==> src/rtl/sseg_scan_ctrl.sv <==
// Seven-segment scan controller: converts a packed hex value one nibble per cycle
// through a shared num2sseg decoder, then commits all digits at once (active-low).
// Optional leading-zero blanking is built when SSEG_LZB_EN is defined.

module num2sseg (
  input  logic [3:0] num,
  output logic [6:0] sseg
);
  // Active-high segments, bit 0 = top, bit 6 = middle.
  always_comb begin
    case (num)
      4'h0:    sseg = 7'h3F;
      4'h1:    sseg = 7'h06;
      4'h2:    sseg = 7'h5B;
      4'h3:    sseg = 7'h4F;
      4'h4:    sseg = 7'h66;
      4'h5:    sseg = 7'h6D;
      4'h6:    sseg = 7'h7D;
      4'h7:    sseg = 7'h07;
      4'h8:    sseg = 7'h7F;
      4'h9:    sseg = 7'h6F;
      4'hA:    sseg = 7'h77;
      4'hB:    sseg = 7'h7C;
      4'hC:    sseg = 7'h39;
      4'hD:    sseg = 7'h5E;
      4'hE:    sseg = 7'h79;
      default: sseg = 7'h71;
    endcase
  end
endmodule

// state  | meaning
// IDLE   | ready for a load; done pulse cleared
// CONV   | decode nibble [idx] into staging, MSB first
// COMMIT | copy staging to hex_out, pulse done
module sseg_scan_ctrl #(
  parameter int NDIGITS = 6
) (
  input  logic                   clk,
  input  logic                   rst_n,
  input  logic [4*NDIGITS-1:0]   val_in,
  input  logic                   load_in,
  output logic                   ready_out,
  output logic                   done_out,
  output logic [7*NDIGITS-1:0]   hex_out
);
  localparam int IW = (NDIGITS > 1) ? $clog2(NDIGITS) : 1;

  typedef enum logic [1:0] {S_IDLE, S_CONV, S_COMMIT} state_t;

  state_t               state;
  logic [4*NDIGITS-1:0] shadow;
  logic [7*NDIGITS-1:0] staging;
  logic [IW-1:0]        idx;
  logic [3:0]           nib;
  logic [6:0]           dec_seg;
  logic [6:0]           stage_seg;
`ifdef SSEG_LZB_EN
  logic                 seen_nz;
`endif

  always_comb begin
    nib = 4'h0;
    for (int d = 0; d < NDIGITS; d++)
      if (idx == IW'(d)) nib = shadow[4*d +: 4];
  end

  num2sseg u_dec (
    .num  (nib),
    .sseg (dec_seg)
  );

  always_comb begin
    stage_seg = ~dec_seg;
`ifdef SSEG_LZB_EN
    // Digit 0 is never blanked so a zero value still shows "0".
    if (nib == 4'h0 && !seen_nz && idx != '0) stage_seg = 7'h7F;
`endif
  end

  always_ff @(posedge clk or negedge rst_n) begin
    if (!rst_n) begin
      state     <= S_IDLE;
      ready_out <= 1'b1;
      done_out  <= 1'b0;
      hex_out   <= '1;
      shadow    <= '0;
      staging   <= '0;
      idx       <= '0;
`ifdef SSEG_LZB_EN
      seen_nz   <= 1'b0;
`endif
    end else begin
      case (state)
        S_IDLE: begin
          done_out <= 1'b0;
          if (load_in) begin
            shadow    <= val_in;
            idx       <= IW'(NDIGITS - 1);
`ifdef SSEG_LZB_EN
            seen_nz   <= 1'b0;
`endif
            ready_out <= 1'b0;
            state     <= S_CONV;
          end
        end
        S_CONV: begin
          done_out <= 1'b0;
          for (int d = 0; d < NDIGITS; d++)
            if (idx == IW'(d)) staging[7*d +: 7] <= stage_seg;
`ifdef SSEG_LZB_EN
          if (nib != 4'h0) seen_nz <= 1'b1;
`endif
          if (idx == '0) state <= S_COMMIT;
          else           idx   <= idx - IW'(1);
        end
        S_COMMIT: begin
          hex_out   <= staging;
          done_out  <= 1'b1;
          ready_out <= 1'b1;
          state     <= S_IDLE;
        end
        default: begin
          state     <= S_IDLE;
          ready_out <= 1'b1;
          done_out  <= 1'b0;
        end
      endcase
    end
  end
endmodule

==> config.mk <==
export PLATFORM = sky130hd
export DESIGN_NAME = sseg_scan_ctrl
export DESIGN_NICKNAME = d
export VERILOG_FILES = /design/src/rtl/sseg_scan_ctrl.sv
export SDC_FILE = /design/constraint.sdc
export NUM_CORES = 1
export LEC_CHECK = 0
export CAP_MARGIN = 10
export CORE_UTILIZATION = 32
export CTS_CLUSTER_DIAMETER = 60
export DETAILED_ROUTE_END_ITERATION = 12
export GPL_ROUTABILITY_DRIVEN = 0
export PLACE_DENSITY_LB_ADDON = 0.12
export SYNTH_ARGS = -nofsm -noshare
export SYNTH_HDL_FRONTEND = slang
export SYNTH_SLANG_ARGS = --single-unit
==> constraint.sdc <==
create_clock -name clk -period 3.25 [get_ports clk]
set_input_delay 0.325 -clock clk [delete_from_list [all_inputs] [get_ports clk]]
set_output_delay 0.325 -clock clk [all_outputs]
set_load 0.01 [all_outputs]
==> results of run 1 <==
## synthesized netlist by cell type
cell type	number	area, sq um
a2111oi_0	1	8.76
a211o_1	3	26.3
a21o_1	1	7.51
a21oi_1	33	165
a21oi_2	2	17.5
a221o_1	2	20.0
a22o_1	1	8.76
a22oi_4	1	21.3
a31o_1	1	8.76
and2b_4	1	10.0
and3_1	8	50.1
buf_1	4	15.0
buf_2	2	10.0
buf_4	1	7.51
buf_6	3	33.8
clkbuf_1	8	30.0
clkinv_1	1	3.75
dfrtp_1	72	1800
dfstp_2	43	1130
ha_1	12	150
inv_1	6	22.5
mux2_2	68	766
mux2_4	1	15.0
mux2i_1	2	20.0
nand2_1	27	101
nand2b_1	3	18.8
nand3_1	3	15.0
nand3b_1	3	22.5
nor2_1	30	113
nor2b_1	5	31.3
nor3_1	6	30.0
nor3_2	2	20.0
nor3b_1	4	30.0
o211ai_1	1	7.51
o21a_2	1	8.76
o21ai_0	14	70.1
o21ai_1	1	5.00
o21ai_2	6	52.6
o21ai_4	1	16.3
o21bai_1	1	7.51
o22a_1	1	8.76
o41ai_1	1	8.76
or2_2	1	6.26
or4_4	1	11.3
## cells by family (layout without fill, tap and decap cells)
logic type / after synthesis / in the layout
AO/OA/AOI/OAI: 72 / 72
AND/OR/NAND/NOR: 94 / 94
adder cells (fa/ha/maj): 12 / 12
multiplexers: 71 / 71
flip-flops: 115 / 115
buffers and inverters: 25 / 114
## power groups by stage
stage | registers, uW | clock network, uW | logic (uW)
2_1_floorplan | 2610 | 0 | 1940
3_3_place_gp | 2670 | 0 | 2930
3_5_place_dp | 2680 | 0 | 2990
4_1_cts | 2660 | 1940 | 3000
5_1_grt | 2730 | 2010 | 3300
6_report | 2640 | 1890 | 2980
## layer usage
metal,part of all wire (%),track usage (%),routed length [um]
met2,48,21.5,4870
met4,1.2,6.17,126
met5,0,0,0
met3,4.0,4.55,407
met1,47,18.4,4820
## cells in the final DEF (no fill, tap or decap), types with 3 or more instances in the layout
| cell | netlist | final |
|---|---|---|
| a211o_1 | 3 | 3 |
| a21oi_1 | 33 | 33 |
| and3_1 | 8 | 8 |
| buf_4 | 1 | 5 |
| bufinv_16 | 0 | 3 |
| clkbuf_16 | 0 | 17 |
| clkdlybuf4s50_1 | 0 | 69 |
| clkinv_2 | 0 | 5 |
| clkinv_4 | 0 | 3 |
| dfrtp_1 | 72 | 72 |
| dfstp_2 | 43 | 43 |
| ha_1 | 12 | 9 |
| inv_1 | 6 | 6 |
| mux2_2 | 68 | 68 |
| nand2_1 | 27 | 27 |
| nand3_1 | 3 | 3 |
| nand3b_1 | 3 | 3 |
| nor2_1 | 30 | 30 |
| nor2b_1 | 5 | 5 |
| nor3_1 | 6 | 6 |
| nor3b_1 | 4 | 3 |
| o21ai_0 | 14 | 14 |
| o21ai_2 | 6 | 6 |
## layout make-up
type | instances | share of cell area, %
clock buffers | 19 | 7.01
well taps | 188 | 3.64
clock inverters | 13 | 2.44
repair buffers | 75 | 11.6
flip-flops and latches | 115 | 45.4
multi-input cells | 249 | 29.5
inverters | 7 | 0.407
## state kept, by name, indices dropped and copies added (netlist names)
signal / count
staging: 42
shadow: 24
idx: 3
hex_out: 42
done_out: 1
state: 2
ready_out: 1
## worst paths after layout
path / slack, ns / cells after the start / end / from
worst max-delay path: 0.33 / 10 / staging[7]$_DFFE_PN0P_ / idx[0]$_DFFE_PN0P_
worst min-delay path: 0.003 / 1 / staging[17]$_DFFE_PN0P_ / rst_n
worst max register to register: 0.33 / 10 / staging[7]$_DFFE_PN0P_ / idx[0]$_DFFE_PN0P_
worst min register to register: 0.47 / 2 / staging[0]$_DFFE_PN0P_ / staging[0]$_DFFE_PN0P_
max in group asynchronous: 2.43 / 2 / hex_out[22]$_DFFE_PN1P_ / rst_n
min in group clk: 0.47 / 2 / staging[0]$_DFFE_PN0P_ / staging[0]$_DFFE_PN0P_
## metrics by stage
stage                     instance area, sq um  hold WS (ns)  setup WS [ns]  cells
after floorplan                           4930        0.0294          0.388    389
after global placement                    5830         0.457          0.295    634
after detailed placement                  5830         0.462          0.114    634
after CTS                                 6440        0.0147          0.127    666
after global routing                      6460        0.0635         0.0826    666
final                                     6460       0.00297          0.329    666
## worst reg2reg max path, delay by kind of cell, from the launching register on
family	cells	cell delay (ns)
and+or+nand+nor	3	0.91
adders and majority gates	2	0.53
AOI/OAI and AO/OA	3	0.61
buffers and inverters	2	0.34
DFF	1	0.45
==> results.toml, run 1 <==
[synth]
synth-seq-cells = 115
synth_top_family_by_area = "multiplexers"
synthSimpleGateAreaFrac_pct = 9.31
synthMuxAreaShare_pct = 16.2
netlist_area_sq_um = 4930
synth_compound_area_share_pct = 9.51
yosysUniqueCellTypes = 44
yosys_warnings = 0
synth-xor-area-share_pct = 0
syn_inst = 389
synth_fa_ha_area_share_pct = 3.04
synth-seq-area-share_pct = 59.4
avgSynthCellArea_sq_um = 12.7
syn_nets = 428

[place]
dpl.hpwl_um = 7200
portBuffers = 70

[setup_path]
crit_path_max_incr_delay_ns = 0.61
critPathArrivalTime_ns = 3.26
crit_fanout = 9
cp-start-kind = "flop"
worstSetupPathType = "flop to flop"
path_cells = "inv_1, ha_2, and2b_4, a21oi_1, o41ai_1, buf_4, ha_1, nor3_1, or4_4, o21ai_2"
path_delay_family = "simple AND/OR/NAND/NOR gates"
worstPathRequired_ns = 3.59
path_buf_inv = 2
slowest_stage = "or4_4"
cp-end-kind = "flop"

[sta]
rsz0062_at_grt = "no"
worst_slew_pin_slew_ns = 1.06
final_max_slew_viol_count = 0
fmax_mhz = 342
timing.final.hold_violations = 0
maxSlewHeadroom_pct = 29.1
fin_skew_ns = 0.00671
setup_viol = 0
fin_crit_sh_pct = 89.9
period_needed_ns = 2.92
timing.setup.tns_ns = 0

[die]
dieArea_sq_um = 15900
rows = 45
core_area_sq_um = 15100
initial_core_util_pct = 32.6
die_w_um = 126
io_pins = 71
die_y_um = 126

[power]
pwr-share-comb_pct = 39.7
p_leak_uw = 0.00275
internal_power_uw = 4920
pwr-share-clk_pct = 25.2
powerDensity_nw_per_um2 = 1160
switching_share_pct = 34.5
total_power_uw = 7510
p_switching_uw = 2600
peakVddDrop_uv = 478
seqPwrFrac_pct = 35.1

[clock_tree]
cts_buffers = 17
cts_max_path_buffers = 2
postCtsSetupBuffers = 0
insertion_delay_ns = 0.41
post_cts_resized = 0
cts.sinks = 115
clk_pin_slew_worst_paths_ns = 0.05
cts_tree = "yes"
cts-root-buf = "clkbuf_16"
holdBufCountCts = 0
htreeDepth = 4

[detailed_routing]
dr.pass1.iters = 8
routed_wirelength_um = 10200
drt_iter0_drc = 194
drc_errors = 2
antenna_left = 0
routedWlPerCell_um = 15.3
via_per_inst = 4.75
vias = 3166

[status]
outcome = "finished with violations"
violations = "DRC"

[final_layout]
fin_util_pct = 42.6
n_fill_cell = 1399
register_area_sq_um = 2930
num-nets-final = 504
antenna_cells = 0
multi_input_area_sq_um = 1910
area_growth_pct = 30.9
drive_above_1_share_pct = 35.8

[grt]
antenna_found_initial = 0
grt_pass1_vias = 3229
grt_overflow_total = 0
grt_usage_pct = 14.1
grt_pass1_wl_um = 17000
grt_max_degree = 62

[worst_hold_path]
hold_class = "input pin to async pin"

[run]
cap_violations = 0
Power figures use the tool's default switching activity.
==> inputs of run 2 (changes only) <==
--- a/config.mk
+++ b/config.mk
@@ -13,4 +13,5 @@
 export PLACE_DENSITY_LB_ADDON = 0.12
 export SYNTH_ARGS = -nofsm -noshare
 export SYNTH_HDL_FRONTEND = slang
+export SYNTH_HIERARCHICAL = 1
 export SYNTH_SLANG_ARGS = --single-unit
==> results.toml, run 2 <==
[synth]
synth_most_common_cell = "dfrtp_1"
netlist_area_sq_um = 4870
yosys_warnings = 6
ys.flop_type = "dfrtp_1"
async_flop_share_pct = 100
synth-seq-cells = 115
syn_nets = 412
syn_inst = 373
avgSynthCellArea_sq_um = 13.1
synth-seq-area-share_pct = 60.2
synth_common_cells = "72 x dfrtp_1, 69 x mux2_2, 45 x o21ai_0, 44 x nand2_1, 43 x dfstp_2"
synth_edf_count = 0
synth_area_leaders = "dfrtp_1 37%, dfstp_2 23%, mux2_2 16%"
yosysUniqueCellTypes = 39
yosysTopAreaCell = "dfrtp_1"
synth_top_area_share_pct = 37.0

[place]
portBuffers = 70
dpl.hpwl_um = 7180
pre_cts_slack_ns = 0.144
dpl.cell_count = 618

[grt]
grt_overflow_total = 0
grt_pass1_wl_um = 17100
grt_usage_pct = 14.5
grt_pass1_vias = 3147
antenna_found_initial = 0
grt_max_degree = 63

[clock_tree]
htreeDepth = 4
cts_max_path_buffers = 2
cts_buffers = 17
insertion_delay_ns = 0.41
cts.sinks = 115
cts_tree = "yes"
clk_pin_slew_worst_paths_ns = 0.05
cts-root-buf = "clkbuf_16"

[detailed_routing]
dr_wl_met2_um = 4680
drc_errors = 6
antenna_left = 0
dr.pass1.iters = 10
maxUsedRoutingLayer = "met4"
vias = 3073
dr_wl_met3_um = 450
routedWlPerCell_um = 15.6
via_per_inst = 4.71
drt_iter0_drc = 208
routed_wirelength_um = 10200
wl_met1_um = 4860

[die]
die_w_um = 125
io_pins = 71
dieArea_sq_um = 15700
initial_core_util_pct = 33.1
core_area_sq_um = 14700
die_y_um = 125
rows = 44

[worst_hold_path]
min_to = "staging[7]$_DFFE_PN0P_"
hold_depth = 2
hold_class = "flop to flop"
min_from = "staging[7]$_DFFE_PN0P_"

[setup_path]
cp-start-kind = "flop"
r2r-start = "idx[0]$_DFFE_PN0P_"
worstPathRequired_ns = 3.56
r2r-end = "staging[24]$_DFFE_PN0P_"
slowest_stage = "mux4_1"
worstSetupPathType = "flop to flop"
r2r_cells = 10
critPathArrivalTime_ns = 3.34
crit_fanout = 6
path_cells = "inv_1, ha_1, nor2b_2, buf_4, a221oi_1, o211ai_1, inv_1, ha_1, mux4_1, o21ai_0"
ff2ff_setup_slack_ns = 0.22
crit_path_max_incr_delay_ns = 0.61
cp-end-kind = "flop"

[status]
violations = "DRC"
outcome = "finished with violations"

[final_layout]
num-nets-final = 494
final_common_cell = "dfrtp_1"
layoutNonFillerInstCount = 652
drive_above_1_share_pct = 34.0
antenna_cells = 0
top_regs = "hex_out x42, staging x42, shadow x24"
final_cell_mix = "72 x dfrtp_1, 69 x mux2_2, 69 x clkdlybuf4s50_1"
area_growth_pct = 30.2

[sta]
fin_skew_ns = 0.00916
fin_crit_sh_pct = 93.4
timing.setup.tns_ns = 0
timing.final.hold_violations = 0
worst_hold_slack_ns = 0.473
period_needed_ns = 3.03
finalWorstSetupSlack_ns = 0.216
final_max_slew_viol_count = 0
rsz0062_at_grt = "no"
worst_slew_pin_slew_ns = 0.726
maxSlewHeadroom_pct = 51.6
fmax_mhz = 330
setup_viol = 0

[power]
peakVddDrop_uv = 440
powerDensity_nw_per_um2 = 1090
p_leak_uw = 0.00271
total_power_uw = 6890

[run]
cap_violations = 0
## run 2: changes by cell type in the layout (fill, tap and decap cells not counted), sizes merged, moves of 3 or more
cell	change
nor2	-29
inv	+5
a221oi	+3
nor3b	-3
clkinv	-3
buf	+7
nor3	-6
and3	-4
a21oi	-29
nand2	+17
nand4bb	+4
a31oi	+4
o21ai	+23
## run 2: how the worst max path moves through the flow
stage | to | cells after the start | from | slack [ns]
6_report | staging[24]$_DFFE_PN0P_ | 10 | idx[0]$_DFFE_PN0P_ | 0.22
3_5_place_dp | staging[24]$_DFFE_PN0P_ | 10 | idx[0]$_DFFE_PN0P_ | 0.14
2_1_floorplan | staging[10]$_DFFE_PN0P_ | 11 | idx[1]$_DFFE_PN0P_ | 0.49
4_1_cts | staging[24]$_DFFE_PN0P_ | 10 | idx[0]$_DFFE_PN0P_ | 0.13
5_1_grt | staging[10]$_DFFE_PN0P_ | 10 | idx[0]$_DFFE_PN0P_ | 0.003
3_3_place_gp | staging[6]$_DFFE_PN0P_ | 12 | idx[0]$_DFFE_PN0P_ | 0.30
## run 2: power by group
part	internal [uW]	switching, uW	leakage, uW	total (uW)
logic	1300	1310	0.00108	2600
registers	2140	371	0.00135	2510
clock network	1140	636	0.000272	1770
total	4570	2310	0.00271	6890
## run 2: cell type report
| cell class | count | area, sq um |
|---|---|---|
| Clock buffer | 21 | 450 |
| Clock inverter | 11 | 113 |
| Fill cell | 1393 | 8360 |
| Inverter | 12 | 45.0 |
| Multi-Input combinational cell | 226 | 1760 |
| Sequential cell | 115 | 2930 |
| Tap cell | 184 | 230 |
| Timing Repair Buffer | 83 | 811 |
## run 2: layer usage
metal  GRT usage [%]  vias up
li1                -     1479
met1            19.4     1505
met2            21.4       73
met3            4.28       16
met4            7.25        0
met5               0        -
## run 2: what timing repair did
action	4_1_cts	5_1_grt
resized for setup	0	1
setup endpoints to repair	0	16
hold buffers	1	0
setup buffers	0	1
hold endpoints to repair	36	0
## run 2: logic make-up (layout without fill, tap and decap cells)
kind of cell	after synthesis	count (layout)	share of synthesized area (%)
flip-flops	115	115	60.2
multiplexers	72	72	16.9
AO/OA/AOI/OAI	71	71	8.58
AND/OR/NAND/NOR	71	71	7.50
buffers and inverters	32	127	3.73
adder cells (fa/ha/maj)	12	12	3.08
## run 2: per-stage QoR
step	cell area (sq um)	util, %
6_report	6340	43.1
5_1_grt	6340	43.1
4_1_cts	6330	43.1
3_5_place_dp	5760	39.2
3_3_place_gp	5760	39.2
2_1_floorplan	4870	-
## run 2: worst max-delay path: cells and delay by family (launching register included)
family | cells | cell delay, ns
buffers and inverters | 3 | 0.48
AO/OA/AOI/OAI | 3 | 0.65
AND/OR/NAND/NOR | 1 | 0.22
multiplexers | 1 | 0.61
adder cells (fa/ha/maj) | 2 | 0.57
flip-flops | 1 | 0.40
==> inputs of run 3 (changes only) <==
--- a/config.mk
+++ b/config.mk
@@ -6,7 +6,7 @@
 export NUM_CORES = 1
 export LEC_CHECK = 0
 export CAP_MARGIN = 10
-export CORE_UTILIZATION = 32
+export CORE_UTILIZATION = 45
 export CTS_CLUSTER_DIAMETER = 60
 export DETAILED_ROUTE_END_ITERATION = 12
 export GPL_ROUTABILITY_DRIVEN = 0
==> constraint.sdc (replaced) <==
create_clock -name clk -period 3.25 [get_ports clk]
set_input_delay 0.65 -clock clk [delete_from_list [all_inputs] [get_ports clk]]
set_output_delay 0.65 -clock clk [all_outputs]
set_load 0.01 [all_outputs]
==> results.toml, run 3 (synthesis gave the netlist of run 2 again) <==
[status]
outcome = "complete, no violations"

[setup_path]
ff2ff_setup_slack_ns = 0.31
crit_path_end = "staging[17]$_DFFE_PN0P_"
path_delay_family = "compound AO/OA/AOI/OAI gates"
r2r_cells = 10
setup.worst_path.start = "idx[0]$_DFFE_PN0P_"
critPathArrivalTime_ns = 3.33
cp-start-kind = "flop"
worstSetupPathType = "flop to flop"
r2r-end = "staging[17]$_DFFE_PN0P_"
crit_fanout = 6
cp-end-kind = "flop"
path_buf_inv = 4
r2r-start = "idx[0]$_DFFE_PN0P_"
crit_path_max_incr_delay_ns = 0.57
path_cells = "inv_1, ha_2, inv_1, o311ai_0, o22ai_2, inv_1, ha_1, inv_1, mux4_1, o21ai_0"
slowest_stage = "mux4_1"
worstPathRequired_ns = 3.65
path_common_cell = "inv_1"
crit_cells = 10

[sta]
setup_viol = 0
fin_skew_ns = 0.00873
final_max_slew_viol_count = 0
fin_crit_sh_pct = 90.3
worst_slew_pin_slew_ns = 0.892
timing.setup.tns_ns = 0
timing.final.hold_violations = 0
fmax_mhz = 341
maxSlewHeadroom_pct = 40.3
finalWorstSetupSlack_ns = 0.315
period_needed_ns = 2.94

[detailed_routing]
vias = 3174
dr.pass1.iters = 6
dr_wl_met2_um = 5140
routedWlPerCell_um = 16.9
wl_met1_um = 4680
via_per_inst = 5.23
dr_wl_met3_um = 318
maxUsedRoutingLayer = "met4"
routed_wirelength_um = 10300
drt_iter0_drc = 127
drc_errors = 0
antenna_left = 0

[run]
cap_violations = 0

[clock_tree]
cts_buffers = 17
cts.sinks = 115
htreeDepth = 4
cts_max_path_buffers = 2
clk_pin_slew_worst_paths_ns = 0.06
holdBufCountCts = 0
insertion_delay_ns = 0.51
cts_tree = "yes"
cts-root-buf = "clkbuf_8"

[die]
die_y_um = 106
die_w_um = 106
dieArea_sq_um = 11200
core_area_sq_um = 10400
rows = 37
initial_core_util_pct = 46.8
io_pins = 71

[grt]
grt_max_degree = 61
grt_overflow_total = 0
grt_usage_pct = 20.1
antenna_found_initial = 0
grt_pass1_vias = 3298
grt_pass1_wl_um = 17100

[worst_hold_path]
hold_class = "input pin to async pin"

[final_layout]
num-nets-final = 497
antenna_cells = 0
fin_area_sq_um = 6370
drive_above_1_share_pct = 35.5
area_growth_pct = 30.8
final_common_cell = "dfrtp_1"
top_regs = "hex_out x42, staging x42, shadow x24"
final_cell_mix = "72 x dfrtp_1, 69 x mux2_2, 69 x clkdlybuf4s50_1"

[power]
p_leak_uw = 0.00276
peakVddDrop_uv = 469
powerDensity_nw_per_um2 = 1120

[place]
placed_area_sq_um = 5690
portBuffers = 70
dpl.hpwl_um = 6840
pre_cts_slack_ns = 0.207
## run 3: cell count changes in the layout (fill, tap and decap cells not counted), moves of 2 or more
cell / previous run / this run
clkbuf_8: 1 / 3
clkinvlp_4: 3 / 1
clkbuf_1: 3 / 0
clkinv_4: 0 / 4
buf_4: 12 / 16
clkinv_2: 6 / 4
bufinv_16: 2 / 4
## run 3: worst min path at each step
| stage | from | to | slack, ns | cells past startpoint |
|---|---|---|---|---|
| after floorplan | rst_n | done_out$_DFF_PN0_ | 0.35 | 0 |
| after global placement | staging[18]$_DFFE_PN0P_ | staging[18]$_DFFE_PN0P_ | 0.46 | 2 |
| after detailed placement | staging[7]$_DFFE_PN0P_ | staging[7]$_DFFE_PN0P_ | 0.47 | 2 |
| after CTS | rst_n | done_out$_DFF_PN0_ | 0.002 | 1 |
| after global routing | rst_n | done_out$_DFF_PN0_ | 0.01 | 1 |
| final | rst_n | done_out$_DFF_PN0_ | 0.02 | 1 |
## run 3: layout make-up
type | count | area (sq um)
fill | 854 | 4050
timing repair buffer | 86 | 831
sequential | 115 | 2930
tap | 136 | 170
multi-input combinational | 226 | 1770
inverter | 12 | 45.0
clock inverter | 13 | 183
clock buffer | 19 | 442
## run 3: stage by stage
| stage | util, % | total power (uW) | hold WS [ns] | std cells |
|---|---|---|---|---|
| final | 61.2 | 7140 | 0.0177 | 607 |
| after global routing | 61.2 | 7600 | 0.0143 | 607 |
| after CTS | 60.6 | 7110 | 0.00197 | 601 |
| after detailed placement | 54.6 | 5120 | 0.467 | 569 |
| after global placement | 54.6 | 5040 | 0.461 | 569 |
| after floorplan | - | 4040 | 0.354 | 373 |
## run 3: timing repair
item                       CTS  global route
setup buffers                0             6
gates resized for setup      0             2
setup endpoints to repair    0            11
## run 3: power breakdown
group / internal (uW) / switching, uW
Sequential: 2140 / 376
Clock: 1280 / 647
Combinational: 1360 / 1340
Total: 4780 / 2360
## run 3: per-layer routing
metal | global-route usage [%] | up-vias
met1 | 26.2 | 1604
met5 | 0 | -
met3 | 4.78 | 11
met2 | 32.9 | 78
met4 | 6.75 | 0
li1 | - | 1481
